<file path="config.mk">
export PLATFORM = sky130hd
export DESIGN_NAME = scope_dct_packer
export DESIGN_NICKNAME = d
export VERILOG_FILES = /design/src/rtl/scope_dct_packer.sv
export SDC_FILE = /design/constraint.sdc
export NUM_CORES = 1
export LEC_CHECK = 0
export CORE_MARGIN = 5
export CORE_UTILIZATION = 53
export DETAILED_ROUTE_END_ITERATION = 12
export PLACE_DENSITY = 0.89
export SYNTH_ARGS = -nofsm -noshare
export SYNTH_HDL_FRONTEND = slang
export SYNTH_SLANG_ARGS = --single-unit
export TNS_END_PERCENT = 50
</file>
<file path="constraint.sdc">
create_clock -name clk -period 2.8 [get_ports clk]
set_input_delay 0.42 -clock clk [delete_from_list [all_inputs] [get_ports clk]]
set_output_delay 0.42 -clock clk [all_outputs]
set_load 0.05 [all_outputs]
</file>
<file path="src/rtl/scope_dct_packer.sv">
// Packs 2-bit trace atoms into 15-atom frames with flush, idle-timeout and end-of-trace drain.
// Optional refused-atom counter enabled by defining SCOPE_DCT_DROP_COUNT_EN.
//
// state    | meaning
// ---------+------------------------------------------------------------
// ST_RUN   | accepting atoms, emitting full or flushed frames
// ST_DRAIN | end of trace requested; no new atoms, flushing what is held
// ST_ENDED | everything emitted; held until reset
module scope_dct_packer #(
    parameter int unsigned FLUSH_TIMEOUT = 64
) (
    input  logic        clk,
    input  logic        reset_n,
    input  logic        atom_valid,
    input  logic [1:0]  atom,
    output logic        atom_ready,
    input  logic        flush,
    input  logic        test_ending,
    output logic [29:0] dct_buffer,
    output logic [3:0]  dct_count,
    output logic        dct_valid,
    input  logic        dct_ready,
    output logic        test_has_ended,
    output logic [15:0] atom_drop_count
);

    localparam int unsigned IW = (FLUSH_TIMEOUT > 0) ? $clog2(FLUSH_TIMEOUT + 1) : 1;
    localparam logic [IW-1:0] IDLE_MAX = IW'(FLUSH_TIMEOUT);

    typedef enum logic [1:0] {
        ST_RUN,
        ST_DRAIN,
        ST_ENDED
    } state_t;

    state_t         state;
    state_t         state_nxt;
    logic [29:0]    acc;
    logic [3:0]     acc_cnt;
    logic           flush_pend;
    logic           flush_pend_nxt;
    logic [IW-1:0]  idle_cnt;
    logic [IW-1:0]  idle_nxt;
    logic           accept;
    logic           slot_free;
    logic           xfer;
    logic           timeout_hit;

    assign atom_ready     = (state == ST_RUN) && (acc_cnt != 4'd15);
    assign accept         = atom_valid && atom_ready;
    assign slot_free      = !dct_valid || dct_ready;
    assign xfer           = slot_free && ((acc_cnt == 4'd15) || (flush_pend && (acc_cnt != 4'd0)));
    assign test_has_ended = (state == ST_ENDED);

    always_ff @(posedge clk) begin
        if (!reset_n) begin
            state <= ST_RUN;
        end else begin
            state <= state_nxt;
        end
    end

    always_comb begin
        state_nxt = state;
        case (state)
            ST_RUN:   if (test_ending) state_nxt = ST_DRAIN;
            ST_DRAIN: if ((acc_cnt == 4'd0) && !dct_valid) state_nxt = ST_ENDED;
            ST_ENDED: state_nxt = ST_ENDED;
            default:  state_nxt = ST_RUN;
        endcase
    end

    // The timeout fires on the edge where the idle counter reaches its limit,
    // so the frame appears one cycle later.
    always_comb begin
        idle_nxt = idle_cnt;
        if (accept || (acc_cnt == 4'd0)) begin
            idle_nxt = '0;
        end else if (idle_cnt != IDLE_MAX) begin
            idle_nxt = idle_cnt + 1'b1;
        end
    end

    assign timeout_hit = (FLUSH_TIMEOUT != 0) && (acc_cnt != 4'd0) && (idle_nxt == IDLE_MAX);

    always_comb begin
        flush_pend_nxt = flush_pend | flush | timeout_hit | (state == ST_DRAIN);
        if (xfer || (acc_cnt == 4'd0)) begin
            flush_pend_nxt = 1'b0;
        end
    end

    always_ff @(posedge clk) begin
        if (!reset_n) begin
            acc        <= '0;
            acc_cnt    <= '0;
            flush_pend <= 1'b0;
            idle_cnt   <= '0;
            dct_buffer <= '0;
            dct_count  <= '0;
            dct_valid  <= 1'b0;
        end else begin
            flush_pend <= flush_pend_nxt;
            idle_cnt   <= idle_nxt;
            if (xfer) begin
                dct_buffer <= acc;
                dct_count  <= acc_cnt;
                dct_valid  <= 1'b1;
                // An atom accepted alongside a flush starts the next frame.
                if (accept) begin
                    acc     <= {28'd0, atom};
                    acc_cnt <= 4'd1;
                end else begin
                    acc     <= '0;
                    acc_cnt <= '0;
                end
            end else begin
                if (dct_ready) begin
                    dct_valid <= 1'b0;
                end
                if (accept) begin
                    acc[{acc_cnt, 1'b0} +: 2] <= atom;
                    acc_cnt                   <= acc_cnt + 4'd1;
                end
            end
        end
    end

`ifdef SCOPE_DCT_DROP_COUNT_EN
    logic [15:0] drop_cnt;

    always_ff @(posedge clk) begin
        if (!reset_n) begin
            drop_cnt <= '0;
        end else if ((state == ST_RUN) && atom_valid && !atom_ready && (drop_cnt != 16'hFFFF)) begin
            drop_cnt <= drop_cnt + 16'd1;
        end
    end

    assign atom_drop_count = drop_cnt;
`else
    assign atom_drop_count = '0;
`endif

endmodule

</file>
==> results of run 1 <==
## metal layers
layer / part of all wire (%) / routed length [µm] / vias to the layer above
li1: - / - / 1535
met1: 44 / 3520 / 1430
met2: 48 / 3890 / 108
met3: 6.8 / 553 / 13
met4: 1.6 / 126 / 0
met5: 0 / 0 / -
## cell usage in the layout (no fill, tap or decap), types with 7 or more instances in the layout
| cell | Yosys | final |
|---|---|---|
| nand2_1 | 97 | 97 |
| dfxtp_1 | 79 | 77 |
| a21oi_1 | 47 | 47 |
| clkdlybuf4s50_1 | 0 | 44 |
| nor2_1 | 33 | 33 |
| nand3_1 | 21 | 21 |
| mux2i_1 | 20 | 20 |
| conb_1 | 1 | 16 |
| inv_1 | 11 | 11 |
| ha_1 | 10 | 10 |
| clkbuf_8 | 0 | 9 |
| o21ai_0 | 8 | 8 |
| buf_4 | 19 | 8 |
| nor3_1 | 7 | 7 |
## cells by family after synthesis
| family | Yosys count | share of synthesized area [%] |
|---|---|---|
| AOI/OAI and AO/OA | 75 | 12.4 |
| xor gates and xnor gates | 9 | 2.17 |
| adders and majority gates | 10 | 3.45 |
| buffers and inverters | 48 | 7.49 |
| DFF | 79 | 43.6 |
| muxes | 20 | 5.52 |
| other | 1 | 0.103 |
| and+or+nand+nor | 197 | 25.3 |
## registers in the layout (all words and copies together), names as in the netlist
register	count
acc	30
dct_buffer	30
idle_cnt	7
acc_cnt	4
dct_count	4
state	2
dct_valid	1
flush_pend	1
## through the flow
stage / hold WS, ns / cells / util (%) / power (mW) / cell area (µm²)
after floorplan: 0.428 / 454 / - / 1.83 / 3680
after global placement: 0.439 / 549 / 60.3 / 1.97 / 4050
after detailed placement: 0.440 / 549 / 60.3 / 1.98 / 4050
after CTS: 0.455 / 565 / 63.9 / 3.00 / 4300
after global routing: 0.480 / 565 / 64.0 / 3.15 / 4300
final: 0.453 / 565 / 64.0 / 3.00 / 4300
## power groups by stage
stage          combinational, mW  clock [mW]  sequential [mW]
3_3_place_gp               0.722           0             1.25
2_1_floorplan              0.615           0             1.22
4_1_cts                    0.738        1.04             1.23
6_report                   0.747        1.02             1.23
3_5_place_dp               0.729           0             1.25
5_1_grt                    0.819        1.09             1.24
## worst max-delay path, stage by stage (launching register included)
cell and delay (ns):
dfxtp_2 0.52, ha_1 0.31, nand3_1 0.12, and2_1 0.20, clkdlybuf4s50_1 0.69
## layout make-up
type                            count  area share [%]
Clock buffer                       10            2.97
Clock inverter                      6            2.68
Timing Repair Buffer               52            11.6
Sequential cell                    79            36.9
Inverter                           11           0.961
Multi-Input combinational cell    327            42.6
Tap cell                           80            2.33
## worst paths after layout
path                      startpoint                         end  slack (ns)
max          acc_cnt[0]$_SDFFE_PN0P_                  atom_ready        0.19
min              acc[4]$_SDFFE_PN0P_  dct_buffer[4]$_SDFFE_PN0P_        0.45
max reg2reg  acc_cnt[0]$_SDFFE_PN0P_         acc[5]$_SDFFE_PN0P_        0.50
min reg2reg      acc[4]$_SDFFE_PN0P_  dct_buffer[4]$_SDFFE_PN0P_        0.45
## timing repair
action | 4_1_cts | 5_1_grt
hold endpoints to repair | 0 | 0
setup endpoints to repair | 1 | 1
gates resized for setup | 1 | 1
==> results.py, run 1 <==
metrics = {
    "floorplan": {
        "die_h_um": 92.7,
        "dieArea_um2": 8600,
        "core-area_um2": 6720,
        "std_cell_rows": 30,
        "ioPinCount": 61,
        "initial_utilization_pct": 54.0,
        "fp.dieW_um": 92.7,
    },
    "power_and_ir_drop": {
        "ir_drop_uv": 451,
        "pwr-share-seq_pct": 41.0,
        "combinationalPowerShare_pct": 24.9,
        "p_int_mw": 2.02,
        "swShare_pct": 32.8,
        "clockPowerShare_pct": 34.0,
        "power_per_cell_area_nw_per_um2": 697,
        "p_leak_nw": 1.57,
        "p_sw_uw": 982,
    },
    "grt": {
        "grt.total_usage_pct": 19.3,
        "busiest_layer": "met2",
        "grt_first_pass_wirelength_um": 13400,
        "antenna_found_initial": 0,
        "grtUsageMet2_pct": 31.5,
        "grt_pass1_vias": 2870,
        "overflow": 0,
        "grt_max_degree": 39,
        "use_met1_pct": 24.6,
        "grt_use_met3_pct": 3.74,
    },
    "clocking": {
        "clock-sinks": 79,
        "post_cts_buffers": 0,
        "cts_tree": "yes",
        "cts_max_level": 3,
        "cts_buffers": 9,
        "postCtsHoldBufs": 0,
        "clk_pin_slew_worst_paths_ns": 0.08,
        "ctsRootBufferMaster": "clkbuf_8",
        "worstSkewPairLatency_ns": 0.35,
        "cts.path.max_buffers": 2,
    },
    "worst_setup_path": {
        "crit_path_start_kind": "flop",
        "worstSetupPathType": "reg2out",
        "path_max_fanout": 17,
        "required_ns": 2.38,
        "arrival_ns": 2.19,
        "r2r_cells": 7,
        "cp-end-kind": "output port",
    },
    "timing": {
        "worst_pin_slew_ns": 0.577,
        "finalCritPeriodShare_pct": 93.3,
        "maxSlewHeadroom_pct": 61.5,
        "setup_ws_ns": 0.188,
        "hold_viol": 0,
        "post-route-min-period_ns": 2.61,
        "setup_viol_count_final": 0,
        "fmax_ghz": 0.383,
        "skew_ns": 0.00872,
        "fin_setup_tns_ns": 0,
        "drv_slew": 0,
        "rsz0062_at_grt": "false",
    },
    "route": {
        "remaining_drc_errors": 0,
        "ant_nets": 0,
        "viasPerCell": 5.46,
        "wl_um": 8090,
        "dr.pass1.iters": 5,
        "drt_iter0_drc": 256,
        "vias": 3086,
        "wl_per_cell_um": 14.3,
    },
    "yosys": {
        "ys_ff_latch": 79,
        "async_flop_share_pct": 0,
        "netlist_top_cells_area": "dfxtp_1 (44%), nand2_1 (10%), a21oi_1 (6.5%)",
        "syn_area_um2": 3630,
        "synth_commonest_cells": "nand2_1 (97), dfxtp_1 (79), a21oi_1 (47)",
        "yosysUniqueCellTypes": 49,
        "synth_enable_flop_cells": 0,
        "synth_cells": 439,
        "synth-seq-area-share_pct": 43.6,
        "synth_top_area_share_pct": 43.6,
        "yosys_warnings": 0,
        "yosysMostFrequentCell": "nand2_1",
        "yosysTopAreaCell": "dfxtp_1",
        "syn_area_per_cell_um2": 8.26,
        "ys.flop_type": "dfxtp_1",
    },
    "finish": {
        "diodes": 0,
        "nets": 498,
        "regArea_um2": 1580,
        "areaGrowthSynthToFinish_pct": 18.5,
        "multi_input_area_um2": 1830,
        "drive_gt1_share_pct": 8.25,
        "fillers": 556,
    },
    "place": {
        "placement.io_buffers": 44,
        "place_ws_ns": 0.366,
        "hpwl_um": 5670,
        "globalplace.congestion": 0.939,
    },
    "flow_run": {
        "maxCapViolCount": 0,
    },
    "min_path": {
        "hold_path.class": "reg2reg",
        "holdPathStages": 2,
    },
    "run_status": {
        "status": "complete, no violations",
    },
}
(Power assumes the default switching activity.)
==> run 2, diff against run 1 <==
- CTS_CLUSTER_DIAMETER: not set -> 30
==> results of run 2 <==
The final DEF is identical to that of run 1; final timing and power are the same.
==> run 3, diff against run 2 <==
- CORE_UTILIZATION: 53 -> 55
- CTS_BUF_LIST: not set -> sky130_fd_sc_hd__clkbuf_4 sky130_fd_sc_hd__clkbuf_8
- PLACE_DENSITY: 0.89 -> 0.91
- REMOVE_ABC_BUFFERS: not set -> 1
==> results.py, run 3 (synthesis gave the netlist of run 1 again) <==
metrics = {
    "run_status": {
        "status": "complete, no violations",
    },
    "place": {
        "placement.io_buffers": 44,
        "hpwl_um": 5660,
        "globalplace.congestion": 0.928,
        "dp_cells": 547,
        "placed_area_um2": 4060,
    },
    "worst_setup_path": {
        "slowest_stage": "clkdlybuf4s50_1",
        "r2r_slack_ns": 0.61,
        "arrival_ns": 2.16,
        "path_cells": "ha_1 -> nand3_1 -> and2_1 -> clkdlybuf4s50_1",
        "reg2reg_from": "acc_cnt[1]$_SDFFE_PN0P_",
        "worstSetupPathType": "reg2out",
        "r2r_cells": 8,
        "required_ns": 2.38,
        "cp_top_family": "buffers and inverters",
        "path_max_fanout": 12,
        "crit_path_start_kind": "flop",
        "r2r_end": "dct_buffer[2]$_SDFFE_PN0P_",
        "critPathMaxStageDelay_ns": 0.70,
        "cp-end-kind": "output port",
        "worst-path-buf-inv": 1,
    },
    "finish": {
        "layout_common_cells": "nand2_1 (97), dfxtp_1 (78), a21oi_1 (47)",
        "areaGrowthSynthToFinish_pct": 18.2,
        "diodes": 0,
        "regArea_um2": 1580,
        "nets": 499,
        "reg.largest.list": "acc x30, dct_buffer x30, idle_cnt x7",
        "layout_commonest_cell": "nand2_1",
        "fillers": 502,
        "postLayoutCellArea_um2": 4280,
        "postLayoutCoreUtil_pct": 67.1,
        "fin_cells": 563,
        "multi_input_area_um2": 1830,
        "drive_gt1_share_pct": 8.44,
    },
    "clocking": {
        "cts_tree": "yes",
        "clock-sinks": 79,
        "ctsRootBufferMaster": "clkbuf_8",
        "worstSkewPairLatency_ns": 0.36,
        "cts.path.max_buffers": 2,
        "cts_buffers": 9,
        "cts_max_level": 3,
        "clk_pin_slew_worst_paths_ns": 0.08,
    },
    "grt": {
        "grt_first_pass_wirelength_um": 13900,
        "overflow": 0,
        "grt_pass1_vias": 3021,
        "antenna_found_initial": 0,
        "grt.total_usage_pct": 20.1,
        "grt_max_degree": 39,
    },
    "timing": {
        "worst_pin_slew_ns": 0.565,
        "finalCritPeriodShare_pct": 92.0,
        "hold_viol": 0,
        "setup_viol_count_final": 0,
        "skew_ns": 0.0107,
        "fin_setup_tns_ns": 0,
        "drv_slew": 0,
        "maxSlewHeadroom_pct": 62.3,
        "rsz0062_at_grt": "false",
        "post-route-min-period_ns": 2.58,
        "fmax_ghz": 0.388,
    },
    "floorplan": {
        "fp.dieW_um": 91.2,
        "core-area_um2": 6390,
        "ioPinCount": 61,
        "die_h_um": 91.2,
        "initial_utilization_pct": 56.8,
        "std_cell_rows": 29,
        "dieArea_um2": 8320,
    },
    "route": {
        "dr.pass1.iters": 4,
        "wl_per_cell_um": 14.2,
        "wl_um": 8020,
        "remaining_drc_errors": 0,
        "vias": 3090,
        "drt_iter0_drc": 296,
        "ant_nets": 0,
        "viasPerCell": 5.49,
    },
    "min_path": {
        "holdPathStages": 2,
        "hold_end": "dct_buffer[18]$_SDFFE_PN0P_",
        "hold_path.class": "reg2reg",
        "worstHoldStart": "acc[18]$_SDFFE_PN0P_",
    },
    "flow_run": {
        "maxCapViolCount": 0,
    },
    "power_and_ir_drop": {
        "p_leak_nw": 1.58,
        "power_mw": 2.95,
        "power_per_cell_area_nw_per_um2": 689,
        "ir_drop_uv": 476,
    },
}
==> run 3: worst min-delay path, stage by stage, from the launching register on <==
cell and delay (ns):
dfxtp_1 0.31, nand2_1 0.05, a21oi_1 0.05
==> run 3: repair_timing <==
action / CTS / global route
hold buffers: 0 / 0
resized for setup: 0 / 1
setup buffers: 0 / 0
endpoints found under the setup margin: 0 / 1
==> run 3: worst max path at each step <==
stage | from | endpoint | slack [ns] | cells past startpoint
floorplan | acc_cnt[0]$_SDFFE_PN0P_ | dct_buffer[0]$_SDFFE_PN0P_ | -0.02 | 7
global route | acc_cnt[1]$_SDFFE_PN0P_ | atom_ready | 0.13 | 4
finish | acc_cnt[1]$_SDFFE_PN0P_ | atom_ready | 0.22 | 4
global placement | acc_cnt[1]$_SDFFE_PN0P_ | atom_ready | 0.50 | 4
detailed placement | acc_cnt[1]$_SDFFE_PN0P_ | atom_ready | 0.47 | 4
CTS | acc_cnt[1]$_SDFFE_PN0P_ | atom_ready | 0.07 | 4
==> run 3: area by class of cell <==
cell class                 instances  share of cell area (%)
multi-input combinational        327                    42.7
sequential                        79                    36.9
timing repair buffer              53                    11.9
clock buffer                       9                    2.89
clock inverter                     7                    2.39
tap                               77                    2.25
inverter                          11                   0.964
==> run 3: routing by layer <==
metal / vias to the layer above / track usage, % / share of wire (%)
li1: 1532 / - / -
met1: 1464 / 24.6 / 44
met2: 80 / 33.4 / 48
met3: 14 / 4.13 / 5.6
met4: 0 / 10.0 / 2.2
met5: - / 0 / 0
==> run 3: where the power goes <==
| part | total, mW | switching, mW | internal, mW |
|---|---|---|---|
| logic | 0.784 | 0.523 | 0.261 |
| registers | 1.21 | 0.0443 | 1.16 |
| clock network | 0.963 | 0.447 | 0.516 |
==> run 3: through the flow <==
stage / hold WS [ns] / worst slack (ns)
5_1_grt: 0.480 / 0.131
4_1_cts: 0.457 / 0.0692
2_1_floorplan: 0.428 / -0.0154
3_5_place_dp: 0.445 / 0.469
3_3_place_gp: 0.442 / 0.498
6_report: 0.453 / 0.224
